`src/rtl/atan_arg_div.sv`:
```
`default_nettype none
// ============================================================================
// Module   : atan_arg_div
// Brief    : First-octant fold of an I/Q sample plus iterative min/max
//            restoring divider producing the atan LUT index and octant tag.
//            Build option: ATAN_ARG_ROUND_EN (one extra quotient bit, rounding).
// Revision : 1.0
// ============================================================================
module atan_arg_div #(
  parameter int IQ_WIDTH  = 16,
  parameter int ARG_WIDTH = 16
) (
  input  logic                    clk_i,
  input  logic                    reset_i,
  input  logic [2*IQ_WIDTH-1:0]   s_axis_in_tdata,
  input  logic                    s_axis_in_tvalid,
  output logic                    s_axis_in_tready,
  output logic [ARG_WIDTH-1:0]    m_axis_out_tdata,
  output logic [2:0]              m_axis_out_tuser,
  output logic                    m_axis_out_tvalid,
  input  logic                    m_axis_out_tready
);

`ifdef ATAN_ARG_ROUND_EN
  localparam int ITERS = ARG_WIDTH + 1;
`else
  localparam int ITERS = ARG_WIDTH;
`endif
  localparam int CNT_W = $clog2(ITERS + 1);

  typedef enum logic [1:0] {
    IDLE = 2'd0,
    DIV  = 2'd1,
    DONE = 2'd2
  } state_t;

  state_t                 state_q, state_d;
  logic [IQ_WIDTH-1:0]    den_q, den_d;
  logic [IQ_WIDTH:0]      rem_q, rem_d;
  logic [ITERS-1:0]       quo_q, quo_d;
  logic [CNT_W-1:0]       cnt_q, cnt_d;
  logic                   sat_q, sat_d;
  logic                   zero_q, zero_d;
  logic [2:0]             tuser_q, tuser_d;
  logic [ARG_WIDTH-1:0]   tdata_q, tdata_d;

  logic [IQ_WIDTH-1:0]    in_i, in_q, mag_i, mag_q, num_in, den_in;
  logic                   swap_in;
  logic [IQ_WIDTH:0]      rem_shift, rem_diff;
  logic                   qbit;
  logic [ITERS-1:0]       quo_next;
  logic [ARG_WIDTH-1:0]   result;
`ifdef ATAN_ARG_ROUND_EN
  logic [ARG_WIDTH:0]     rnd_val;
`endif

  always_comb begin
    in_i    = s_axis_in_tdata[IQ_WIDTH-1:0];
    in_q    = s_axis_in_tdata[2*IQ_WIDTH-1:IQ_WIDTH];
    // Unsigned negation wraps -2^(W-1) onto its exact magnitude.
    mag_i   = in_i[IQ_WIDTH-1] ? (~in_i + 1'b1) : in_i;
    mag_q   = in_q[IQ_WIDTH-1] ? (~in_q + 1'b1) : in_q;
    swap_in = (mag_q > mag_i);
    num_in  = swap_in ? mag_i : mag_q;
    den_in  = swap_in ? mag_q : mag_i;

    rem_shift = rem_q << 1;
    rem_diff  = rem_shift - {1'b0, den_q};
    qbit      = (rem_shift >= {1'b0, den_q});
    quo_next  = {quo_q[ITERS-2:0], qbit};

    // num==den is caught at load time (sat), so the divider only ever sees num<den.
`ifdef ATAN_ARG_ROUND_EN
    rnd_val = {1'b0, quo_next[ITERS-1:1]} + {{ARG_WIDTH{1'b0}}, quo_next[0]};
    if (zero_q)
      result = '0;
    else if (sat_q || rnd_val[ARG_WIDTH])
      result = '1;
    else
      result = rnd_val[ARG_WIDTH-1:0];
`else
    if (zero_q)
      result = '0;
    else if (sat_q)
      result = '1;
    else
      result = quo_next;
`endif
  end

  always_comb begin
    state_d = state_q;
    den_d   = den_q;
    rem_d   = rem_q;
    quo_d   = quo_q;
    cnt_d   = cnt_q;
    sat_d   = sat_q;
    zero_d  = zero_q;
    tuser_d = tuser_q;
    tdata_d = tdata_q;

    case (state_q)
      IDLE: begin
        if (s_axis_in_tvalid) begin
          den_d   = den_in;
          rem_d   = (num_in == den_in) ? '0 : {1'b0, num_in};
          quo_d   = '0;
          cnt_d   = '0;
          sat_d   = (num_in == den_in) && (den_in != '0);
          zero_d  = (den_in == '0);
          tuser_d = {swap_in, in_i[IQ_WIDTH-1], in_q[IQ_WIDTH-1]};
          state_d = DIV;
        end
      end
      DIV: begin
        rem_d = qbit ? rem_diff : rem_shift;
        quo_d = quo_next;
        cnt_d = cnt_q + 1'b1;
        if (cnt_q == CNT_W'(ITERS - 1)) begin
          tdata_d = result;
          state_d = DONE;
        end
      end
      DONE: begin
        if (m_axis_out_tready)
          state_d = IDLE;
      end
      default: state_d = IDLE;
    endcase
  end

  always_ff @(posedge clk_i or posedge reset_i) begin
    if (reset_i) begin
      state_q <= IDLE;
      den_q   <= '0;
      rem_q   <= '0;
      quo_q   <= '0;
      cnt_q   <= '0;
      sat_q   <= 1'b0;
      zero_q  <= 1'b0;
      tuser_q <= '0;
      tdata_q <= '0;
    end else begin
      state_q <= state_d;
      den_q   <= den_d;
      rem_q   <= rem_d;
      quo_q   <= quo_d;
      cnt_q   <= cnt_d;
      sat_q   <= sat_d;
      zero_q  <= zero_d;
      tuser_q <= tuser_d;
      tdata_q <= tdata_d;
    end
  end

  assign s_axis_in_tready  = (state_q == IDLE);
  assign m_axis_out_tvalid = (state_q == DONE);
  assign m_axis_out_tdata  = tdata_q;
  assign m_axis_out_tuser  = tuser_q;

endmodule
`default_nettype wire

```
`config.mk`:
```
export PLATFORM = sky130hd
export DESIGN_NAME = atan_arg_div
export DESIGN_NICKNAME = d
export VERILOG_FILES = /design/src/rtl/atan_arg_div.sv
export SDC_FILE = /design/constraint.sdc
export NUM_CORES = 1
export LEC_CHECK = 0
export ABC_AREA = 1
export CORE_MARGIN = 2
export CORE_UTILIZATION = 45
export DETAILED_ROUTE_END_ITERATION = 12
export PLACE_DENSITY = 0.67
export SYNTH_ARGS = -nofsm -noshare
export SYNTH_HDL_FRONTEND = slang
export SYNTH_SLANG_ARGS = --single-unit
```
`constraint.sdc`:
```
create_clock -name clk_i -period 2.65 [get_ports clk_i]
set_input_delay 0.53 -clock clk_i [delete_from_list [all_inputs] [get_ports clk_i]]
set_output_delay 0.53 -clock clk_i [all_outputs]
set_load 0.005 [all_outputs]
```
==> flow_summary.json <==
{
  "status": "finished, violations left",
  "violations": "negative setup slack",
  "drc": 0,
  "route.met2.wl_mm": 10.6,
  "fillers": 784,
  "die_y_um": 114,
  "power_frac_comb_pct": 66.4,
  "multiInputGateArea_um2": 3810,
  "min_period_ns": 3.65,
  "syn-cell-area_um2": 5450,
  "grt_max_degree": 76,
  "clk_latency_ns": 0.35,
  "ys_warn_count": 0,
  "regArea_um2": 1880,
  "synth-async-reset-ratio_pct": 100,
  "crit_buf_inv": 7,
  "grt.overflow.total": 0,
  "vias_per_cell": 5.73,
  "finalNetCount": 1076,
  "dpl.hpwl_mm": 11.4,
  "crit_fanout": 8,
  "cts_buffers": 9,
  "port_buffers": 56,
  "grt_pass1_vias": 6188,
  "seq_area_frac_synth_pct": 34.5,
  "tritoncts": "yes",
  "cpPeakStageDelay_ns": 0.31,
  "die_w_um": 114,
  "seqPwrFrac_pct": 21.1,
  "worstPathArrival_ns": 3.88,
  "fin_ws_ns": -1.00,
  "antenna_cells": 0,
  "hold_class": "reg2reg",
  "avgSynthCellArea_um2": 7.16,
  "pin_count": 57,
  "place.gp.congestion": 0.905,
  "internal_power_mw": 5.05,
  "setup_viol": 35,
  "end_kind": "flop",
  "top_layer": "met4",
  "synth-main-ff-cell": "dfrtp_1",
  "clockRootBuffer": "clkbuf_16",
  "worst_slew_pin_slew_ns": 0.609,
  "syn_to_final_growth_pct": 63.3,
  "track_usage_pct": 27.3,
  "critPathRequiredTime_ns": 2.88,
  "rr_endpoint": "rem_q[10]",
  "ff2ff_path_depth": 15,
  "grt_pass1_wl_mm": 28.5,
  "cts_buffer_depth": 2,
  "final_antenna_net_count": 0,
  "design.core.area_um2": 11900,
  "drt-total-wl_mm": 21.2,
  "start_util_pct": 45.7,
  "synth_edf_count": 0,
  "cpMaxStageDelayCell": "nor4_4",
  "cts.sinks": 75,
  "syn-num-nets": 831,
  "hold_path_startpoint": "m_axis_out_tdata[11]",
  "power_density_nw_per_um2": 1050,
  "fmaxAchievable_ghz": 0.274,
  "p_switching_mw": 4.30,
  "p_leak_nw": 4.37,
  "dr_wl_met3_mm": 1.35,
  "crit_path_start_kind": "input pin",
  "drv_cap": 0,
  "hold_path_depth": 2,
  "h-tree-depth": 3,
  "rsz0062_at_grt": "true",
  "netlist_instances": 760,
  "final-hold-violation-count": 0,
  "rrSetupSlack_ns": -0.23,
  "drv_slew": 0,
  "die_area_um2": 13000,
  "vias": 6624,
  "cts.clk_slew.worst_paths_ns": 0.06,
  "p_sw_share_pct": 46.0,
  "grt_antenna_before_repair": 0,
  "ys_types": 45,
  "drt_iter0_markers": 539,
  "drive_gt1_share_pct": 40.7,
  "fin_skew_ns": 0.00970,
  "holdPathEnd": "m_axis_out_tdata[11]",
  "power_mw": 9.35,
  "rows": 40,
  "crit_path_frequent_cell": "inv_2",
  "critPathTopFamily": "simple AND/OR/NAND/NOR gates",
  "drt_first_pass_iters": 5,
  "worstSetupPathType": "in2reg",
  "dp_slack_ns": -1.60,
  "r2r-start": "rem_q[1]",
  "clkPwrFrac_pct": 12.5,
  "worst_slew_margin_rel_pct": 59.4,
  "drt-met1-wl_mm": 8.11,
  "max-vdd-ir-drop_v": 0.000782,
  "wire_per_inst_um": 18.4,
  "period_share_pct": 138,
  "synth_seq_cells": 75
}
[flip-flops by register name, summed over array words and instances (netlist names)]
register and count:
m_axis_out_tuser 3, m_axis_out_tdata 16, zero_q 1, cnt_q 5, sat_q 1, den_q 16
rem_q 16, state_q 2, quo_q 15
[cells in the final DEF, fill, tap and decap left out, drive strengths merged, types with 4 or more instances in the layout]
master and count:
a21oi 42, a31oi 4, buf 208, clkbuf 20, clkdlybuf4s50 34, clkinvlp 5
dfrtp 75, dlygate4sd2 6, ha 34, inv 104, nand2 189, nand3 41
nor2 67, o211ai 5, o21ai 86, o22ai 16, xnor2 14, xor2 21
[Yosys cell counts (2+ instances only)]
cell type  count  area share [%]
nor2_1        59             4.1
nor3_1         2            0.18
nor2_2         6            0.69
clkbuf_1      21             1.4
dfrtp_1       75              34
a21o_1         3            0.41
nand4_1        3            0.34
ha_1          34             7.8
clkinv_1       3            0.21
xor2_1        21             3.4
o21ai_1       16             1.5
inv_1         88             6.1
nand3_2        3            0.55
nand2_4        2            0.41
nor2_4         2            0.41
nand2_2       12             1.4
buf_6          2            0.41
xnor2_1       14             2.3
a21boi_0       2            0.28
a31oi_1        4            0.46
nand3_1       38             3.5
o221ai_1       2            0.32
buf_2          4            0.37
a21oi_1       42             3.9
o211ai_1       5            0.69
o22ai_1       16             1.8
nor4_1         3            0.34
inv_2         14            0.97
o21a_1         3            0.41
or2_2          3            0.34
o21ai_0       69             6.3
nand2_1      175              12
o31ai_1        2            0.28
[how the worst max path moves through the flow]
stage / startpoint / end / slack (ns) / cells past startpoint
5_1_grt: s_axis_in_tdata[24] / sat_q / -1.15 / 24
3_5_place_dp: s_axis_in_tdata[0] / sat_q / -1.60 / 32
4_1_cts: s_axis_in_tdata[1] / sat_q / -0.66 / 32
6_report: s_axis_in_tdata[6] / sat_q / -1.00 / 30
3_3_place_gp: s_axis_in_tdata[0] / sat_q / -1.47 / 22
2_1_floorplan: s_axis_in_tdata[0] / sat_q / -0.55 / 31
[worst reg2reg max path, delay by kind of cell (launching register included)]
family / cells / cell delay [ns]
AOI/OAI and AO/OA: 6 / 1.18
and+or+nand+nor: 7 / 0.71
DFF: 1 / 0.40
adders and majority gates: 1 / 0.35
buffers and inverters: 1 / 0.19
[stage by stage]
step	utilization (%)	cells	setup TNS (ns)	area [um^2]	hold WS, ns
after floorplan	-	760	-12.33	5530	0.442
after global placement	59.4	1052	-44.23	7080	0.465
after detailed placement	59.4	1052	-48.48	7080	0.467
after CTS	68.9	1135	-15.66	8210	0.483
after global routing	74.7	1157	-30.32	8890	0.514
final	74.7	1157	-26.99	8890	0.482
[final cells by class]
class                      instances  share of cell area [%]
tap                              147                    2.07
clock buffer                      10                    2.57
timing repair inverter             1                  0.0985
sequential                        75                    21.1
timing repair buffer             261                    25.8
multi-input combinational        552                    42.9
clock inverter                     6                   0.563
inverter                         105                    4.87
[power groups by stage]
stage,registers [mW],logic (mW),clock network (mW)
after global routing,2.03,6.71,1.23
final,1.97,6.21,1.17
after CTS,1.96,5.33,1.18
after floorplan,1.92,3.34,0
after global placement,1.95,4.80,0
after detailed placement,1.97,4.94,0
[routing by layer]
metal / GRT usage [%] / vias up
met5: 0 / -
met4: 9.19 / 0
met3: 4.94 / 108
met2: 48.9 / 380
met1: 33.1 / 3164
li1: - / 2972
[logic make-up (layout without fill, tap and decap cells)]
logic type	Yosys count	count (layout)	share of synthesized area [%]
and+or+nand+nor	311	311	24.7
DFF	75	75	34.5
xor gates and xnor gates	35	35	5.63
buffers and inverters	133	383	9.54
AOI/OAI and AO/OA	171	171	17.5
adders and majority gates	35	35	8.18
[repair_timing]
action	CTS	global route
pin swaps	48	73
hold buffers	0	0
setup endpoints to repair	35	35
gates cloned	2	2
setup buffers	65	28
resized for setup	139	153
No activity file was read; power rests on OpenSTA's default activity.
==> variant 1 (same settings) <==
Set the parameter `ARG_WIDTH` to 8 (it was 16).
--- a/src/rtl/atan_arg_div.sv
+++ b/src/rtl/atan_arg_div.sv
@@ -8,7 +8,7 @@
 // ============================================================================
 module atan_arg_div #(
   parameter int IQ_WIDTH  = 16,
-  parameter int ARG_WIDTH = 16
+  parameter int ARG_WIDTH = 8
 ) (
   input  logic                    clk_i,
   input  logic                    reset_i,
Ports: changed (resized m_axis_out_tdata); port bits go from 57 to 49. The function was not compared with the original's and may differ.
==> variant 1 against the original RTL <==
Die area shrank 10%; area after synthesis shrank 10%; final area shrank 6.9%; via count shrank 6.7%; wire length shrank 11%; setup slack lost 0.0034 ns; sequential power shrank 21%; clock skew is essentially flat; the flow still finishes with violations (negative setup slack); sequential share of layout area shrank 3.6 points; global-route usage grew 2.2 points; sequential cell count shrank 17; synthesized cell count shrank 4.7%; total power shrank 11%.
==> variant 1: results (changes against the original RTL) <==
[detailed_routing]
wl_met2_um=9638  ; was 10630 µm
met1Wirelength_um=6924  ; was 8106 µm
wirelength_um=18840  ; was 21230 µm
drt_iter0_drc=406  ; was 539
highest_layer=met4  ; unchanged
dr_wl_met3_um=983  ; was 1348 µm
num_vias=6181  ; was 6624

[synthesis]
synth_nets=794  ; was 831
synth_commonest_cells=nand2_1 (221), inv_1 (83), dfrtp_1 (58), o21ai_0 (54), nor2_1 (50)  ; was nand2_1 (175), inv_1 (88), dfrtp_1 (75), o21ai_0 (69), nor2_1 (59)
ys.flop_type=dfrtp_1  ; unchanged
synth-seq-area-share=0.2974  ; was 0.3447
synth_area_leaders=dfrtp_1 (30%), nand2_1 (17%), ha_1 (8.5%)  ; was dfrtp_1 (34%), nand2_1 (12%), ha_1 (7.8%)
async_flop_share=1.000  ; unchanged

[layout]
layout.nets=1069  ; was 1076
drive_above_1_share=0.4263  ; was 0.4069
fillCellCount=746  ; was 784

[placed_design]
hpwl_um=10870  ; was 11410 µm
post-place-ws_ns=-1.543  ; was -1.596 ns
gp_congestion=0.8739  ; was 0.9053
port_buffers=48  ; was 56

[timing]
fin_skew_ns=0.009901  ; was 0.009704 ns
final-setup-viol-count=35  ; unchanged
maxSlewHeadroom=0.6068  ; was 0.5940
setup_ws_ns=-1.003  ; was -1.000 ns

[worst_hold_path]
hold_start=m_axis_out_tdata[3]  ; was m_axis_out_tdata[11]

[global_routing]
use_met1=0.3145  ; was 0.3305
grt_pass1_wl_um=27250  ; was 28460 µm
grt_max_degree=59  ; was 76
gr-usage-all-layers=0.2952  ; was 0.2732
met3_usage=0.04581  ; was 0.04942
grt_util_met2=0.5490  ; was 0.4893
grt_pass1_vias=6092  ; was 6188

[pwr]
leakagePower_uw=0.004229  ; was 0.004367 µW
ir_drop_mv=0.7701  ; was 0.7822 mV
p_sw_frac=0.4540  ; was 0.4602

[setup_path]
startpoint=s_axis_in_tdata[7]  ; was s_axis_in_tdata[6]
worstPathArrival_ns=3.89  ; was 3.88 ns
timing.rr.start=den_q[0]  ; was rem_q[1]
reg2reg_setup_slack_ns=-0.15  ; was -0.23 ns

[status]
failed_checks=negative setup slack  ; unchanged
status=complete, but fails checks  ; unchanged

[clock_network]
ctsRootBufferMaster=clkbuf_8  ; was clkbuf_16

## variant 1: cell count changes after synthesis, sizes merged, moves of 8 or more
cell	before	now
nand2	189	229
o21ai	86	66
nor2	67	57
dfrtp	75	58
o211ai	5	14
o22ai	16	5
clkbuf	21	13
## variant 1: repair_timing
item                       in CTS  in global routing
setup buffers                  74                 17
resized for setup             150                 81
pin swaps                      73                 64
cloned                          7                  0
hold buffers                    0                  0
setup endpoints to repair      35                 37
## variant 1: power groups by stage
stage	Combinational [µW]	Clock, µW	Sequential, µW
after floorplan	3210	0	1520
after global placement	4800	0	1550
final	5840	907	1560
after detailed placement	4940	0	1560
after global routing	6420	960	1600
after CTS	5370	919	1550
## variant 1: critical path, cell delays in order
cell           delay, ns
dlygate4sd2_1       0.25
inv_1               0.08
nand2_1             0.07
nor2_1              0.19
nand3_2             0.15
nor3_1              0.19
nor2_1              0.08
xor2_1              0.26
inv_1               0.14
ha_1                0.32
nand3_2             0.11
nor2_2              0.11
nand2_1             0.08
nor2_2              0.11
nand3_1             0.11
nand2_1             0.10
inv_2               0.07
nand2_8             0.17
nand2_8             0.10
nand2_1             0.11
nand2_2             0.07
nor2_1              0.11
nand2_1             0.07
nor2_2              0.14
nand2_1             0.08
nand2_1             0.05
nand2_1             0.05
## variant 1: worst paths after layout
check / to / cells after the start
max: sat_q / 27
min: m_axis_out_tdata[3] / 2
max reg2reg: rem_q[12] / 14
min reg2reg: m_axis_out_tdata[3] / 2
max in group asynchronous: rem_q[5] / 3
min in group asynchronous: den_q[13] / 3
## variant 1: final cells by class
| class | count | area (µm²) | area share |
|---|---|---|---|
| repair buffers | 281 | 2332 | 0.2817 |
| clock buffers | 11 | 141.4 | 0.01708 |
| inverters | 99 | 414.1 | 0.05003 |
| clock inverters | 5 | 77.57 | 0.009371 |
| flip-flops and latches | 58 | 1451 | 0.1753 |
| repair inverters | 2 | 22.52 | 0.002721 |
| well taps | 140 | 175.2 | 0.02116 |
| multi-input cells | 548 | 3664 | 0.4426 |
## variant 1: cell families after synthesis
kind of cell / Yosys count / synth area share
xor+xnor: 33 / 0.05923
flops: 58 / 0.2974
buf+inv: 121 / 0.09923
fa+ha+maj: 34 / 0.08872
mux: 1 / 0.002051
compound gates: 139 / 0.1608
simple gates: 338 / 0.2926
## variant 1: stage by stage
step	TNS [ns]	hold WS, ns	std cells	instance area, µm²
2_1_floorplan	-9.241	0.4345	724	5001
3_3_place_gp	-42.68	0.4626	1036	6635
3_5_place_dp	-46.17	0.4663	1036	6635
4_1_cts	-16.77	0.4882	1131	7829
5_1_grt	-33.46	0.5013	1144	8278
6_report	-28.22	0.4838	1144	8278
==> variant 2 (same flow settings) <==
Made on the original files. Encoding of `state_t`: now one-hot (3 bits for 3 states).
--- a/src/rtl/atan_arg_div.sv
+++ b/src/rtl/atan_arg_div.sv
@@ -28,10 +28,10 @@
 `endif
   localparam int CNT_W = $clog2(ITERS + 1);
 
-  typedef enum logic [1:0] {
-    IDLE = 2'd0,
-    DIV  = 2'd1,
-    DONE = 2'd2
+  typedef enum logic [2:0] {
+    IDLE = 3'b001,
+    DIV  = 3'b010,
+    DONE = 3'b100
   } state_t;
 
   state_t                 state_q, state_d;
Behaviour: no difference found for any inputs over 10 cycles, from zero or initial values and one cycle with reset_i high; not proved beyond that.
==> variant 2 against the original RTL <==
The flow still finishes with violations (negative setup slack); critical endpoint unchanged; highest routed layer unchanged; wire length is 19% lower; area after synthesis grew 4.0%; final area fell by 2.4%; total power decreased by 21%; setup slack better by 0.14 ns; via count down 7.8%; utilization fell by 3.3 points; sequential cell count is 1 higher; non-clock buffer count fell by 2; largest power group unchanged; global-route usage shrank 1.1 points.
==> variant 2: results (changes against the original RTL) <==
[synthesis]
synth_area_leaders=dfrtp_1 (33%), nand2_1 (15%), ha_1 (7.5%)  ; was dfrtp_1 (34%), nand2_1 (12%), ha_1 (7.8%)
synth_nets=855  ; was 831
synth_commonest_cells=nand2_1 (220), inv_1 (93), dfrtp_1 (75), o21ai_0 (61), nor2_1 (48)  ; was nand2_1 (175), inv_1 (88), dfrtp_1 (75), o21ai_0 (69), nor2_1 (59)
synth-seq-area-share=0.3361  ; was 0.3447
synth_cell_types=49  ; was 45

[clock_network]
cts_resized=151  ; was 139
post_cts_buffers=56  ; was 65
htree_levels=3  ; unchanged

[detailed_routing]
num_vias=6108  ; was 6624
dr_wl_met3_um=642  ; was 1348 µm
wl_met2_um=8894  ; was 10630 µm
wirelength_um=17190  ; was 21230 µm
drt_iter0_drc=370  ; was 539
met1Wirelength_um=7006  ; was 8106 µm

[placed_design]
hpwl_um=11340  ; was 11410 µm
post-place-ws_ns=-1.540  ; was -1.596 ns
gp_congestion=0.9020  ; was 0.9053

[status]
status=complete, but fails checks  ; unchanged
failed_checks=negative setup slack  ; unchanged

[timing]
maxSlewHeadroom=0.6156  ; was 0.5940
setup_ws_ns=-0.8591  ; was -1.000 ns
setup_tns_ns=-21.38  ; was -26.99 ns
final-setup-viol-count=35  ; unchanged

[global_routing]
grt_max_degree=77  ; was 76
grt_pass1_vias=6045  ; was 6188
grt_pass1_wl_um=27920  ; was 28460 µm
gr-usage-all-layers=0.2619  ; was 0.2732
use_met1=0.2943  ; was 0.3305
met3_usage=0.02906  ; was 0.04942
grt_util_met2=0.4904  ; was 0.4893

[layout]
fillCellCount=954  ; was 784
layout.nets=1096  ; was 1076
drive_above_1_share=0.3563  ; was 0.4069
diodes=0  ; unchanged

[setup_path]
cpPeakStageDelay_ns=0.29  ; was 0.31 ns
startpoint=s_axis_in_tdata[23]  ; was s_axis_in_tdata[6]
worstPathArrival_ns=3.74  ; was 3.88 ns
crit_path_max_fanout=5  ; was 8
rr_worst_depth=13  ; was 15
cpMaxStageDelayCell=ha_4  ; was nor4_4

[pwr]
leakagePower_uw=0.004396  ; was 0.004367 µW
ir_drop_mv=0.5283  ; was 0.7822 mV
pg_seq_uw=1660  ; was 1970 µW
pwr-share-comb=0.617  ; was 0.664

variant 2: cell types whose count changed after synthesis, moves of 9 or more:
| cell | change |
|---|---|
| nand2_1 | +45 |
| nand3_1 | -13 |
| o211ai_1 | +12 |
| nor2_1 | -11 |
| o21ai_1 | -9 |
variant 2: logic make-up after synthesis:
logic type / synth area share
AND/OR/NAND/NOR: 0.2799
AO/OA/AOI/OAI: 0.1558
buffers and inverters: 0.09854
flip-flops: 0.3361
adder cells (fa/ha/maj): 0.07866
XOR/XNOR: 0.05104
variant 2: worst paths after layout:
check | slack (ns) | endpoint
max | -0.86 | sat_q
min | 0.48 | m_axis_out_tdata[9]
max reg2reg | -0.18 | rem_q[14]
min reg2reg | 0.48 | m_axis_out_tdata[9]
max in group asynchronous | 1.70 | state_q[0]
min in group asynchronous | 0.59 | rem_q[3]
variant 2: through the flow:
step / instance area, µm² / hold WS [ns] / utilization / instances / total power (µW)
3_3_place_gp: 7431 / 0.4644 / 0.6110 / 1118 / 5479
2_1_floorplan: 5742 / 0.4345 / - / 784 / 4311
5_1_grt: 8676 / 0.5077 / 0.7134 / 1198 / 7917
3_5_place_dp: 7431 / 0.4718 / 0.6110 / 1118 / 5636
6_report: 8676 / 0.4792 / 0.7134 / 1198 / 7369
4_1_cts: 8499 / 0.4867 / 0.6989 / 1188 / 7192
variant 2: cell type report:
| class | instances | area (µm²) | share of cell area |
|---|---|---|---|
| Clock inverter | 7 | 58.81 | 0.006778 |
| Multi-Input combinational cell | 571 | 3607 | 0.4158 |
| Timing Repair Buffer | 259 | 2226 | 0.2566 |
| Timing Repair inverter | 1 | 7.507 | 0.0008653 |
| Clock buffer | 9 | 225.2 | 0.02596 |
| Tap cell | 168 | 210.2 | 0.02423 |
| Sequential cell | 76 | 1903 | 0.2194 |
| Inverter | 107 | 437.9 | 0.05048 |
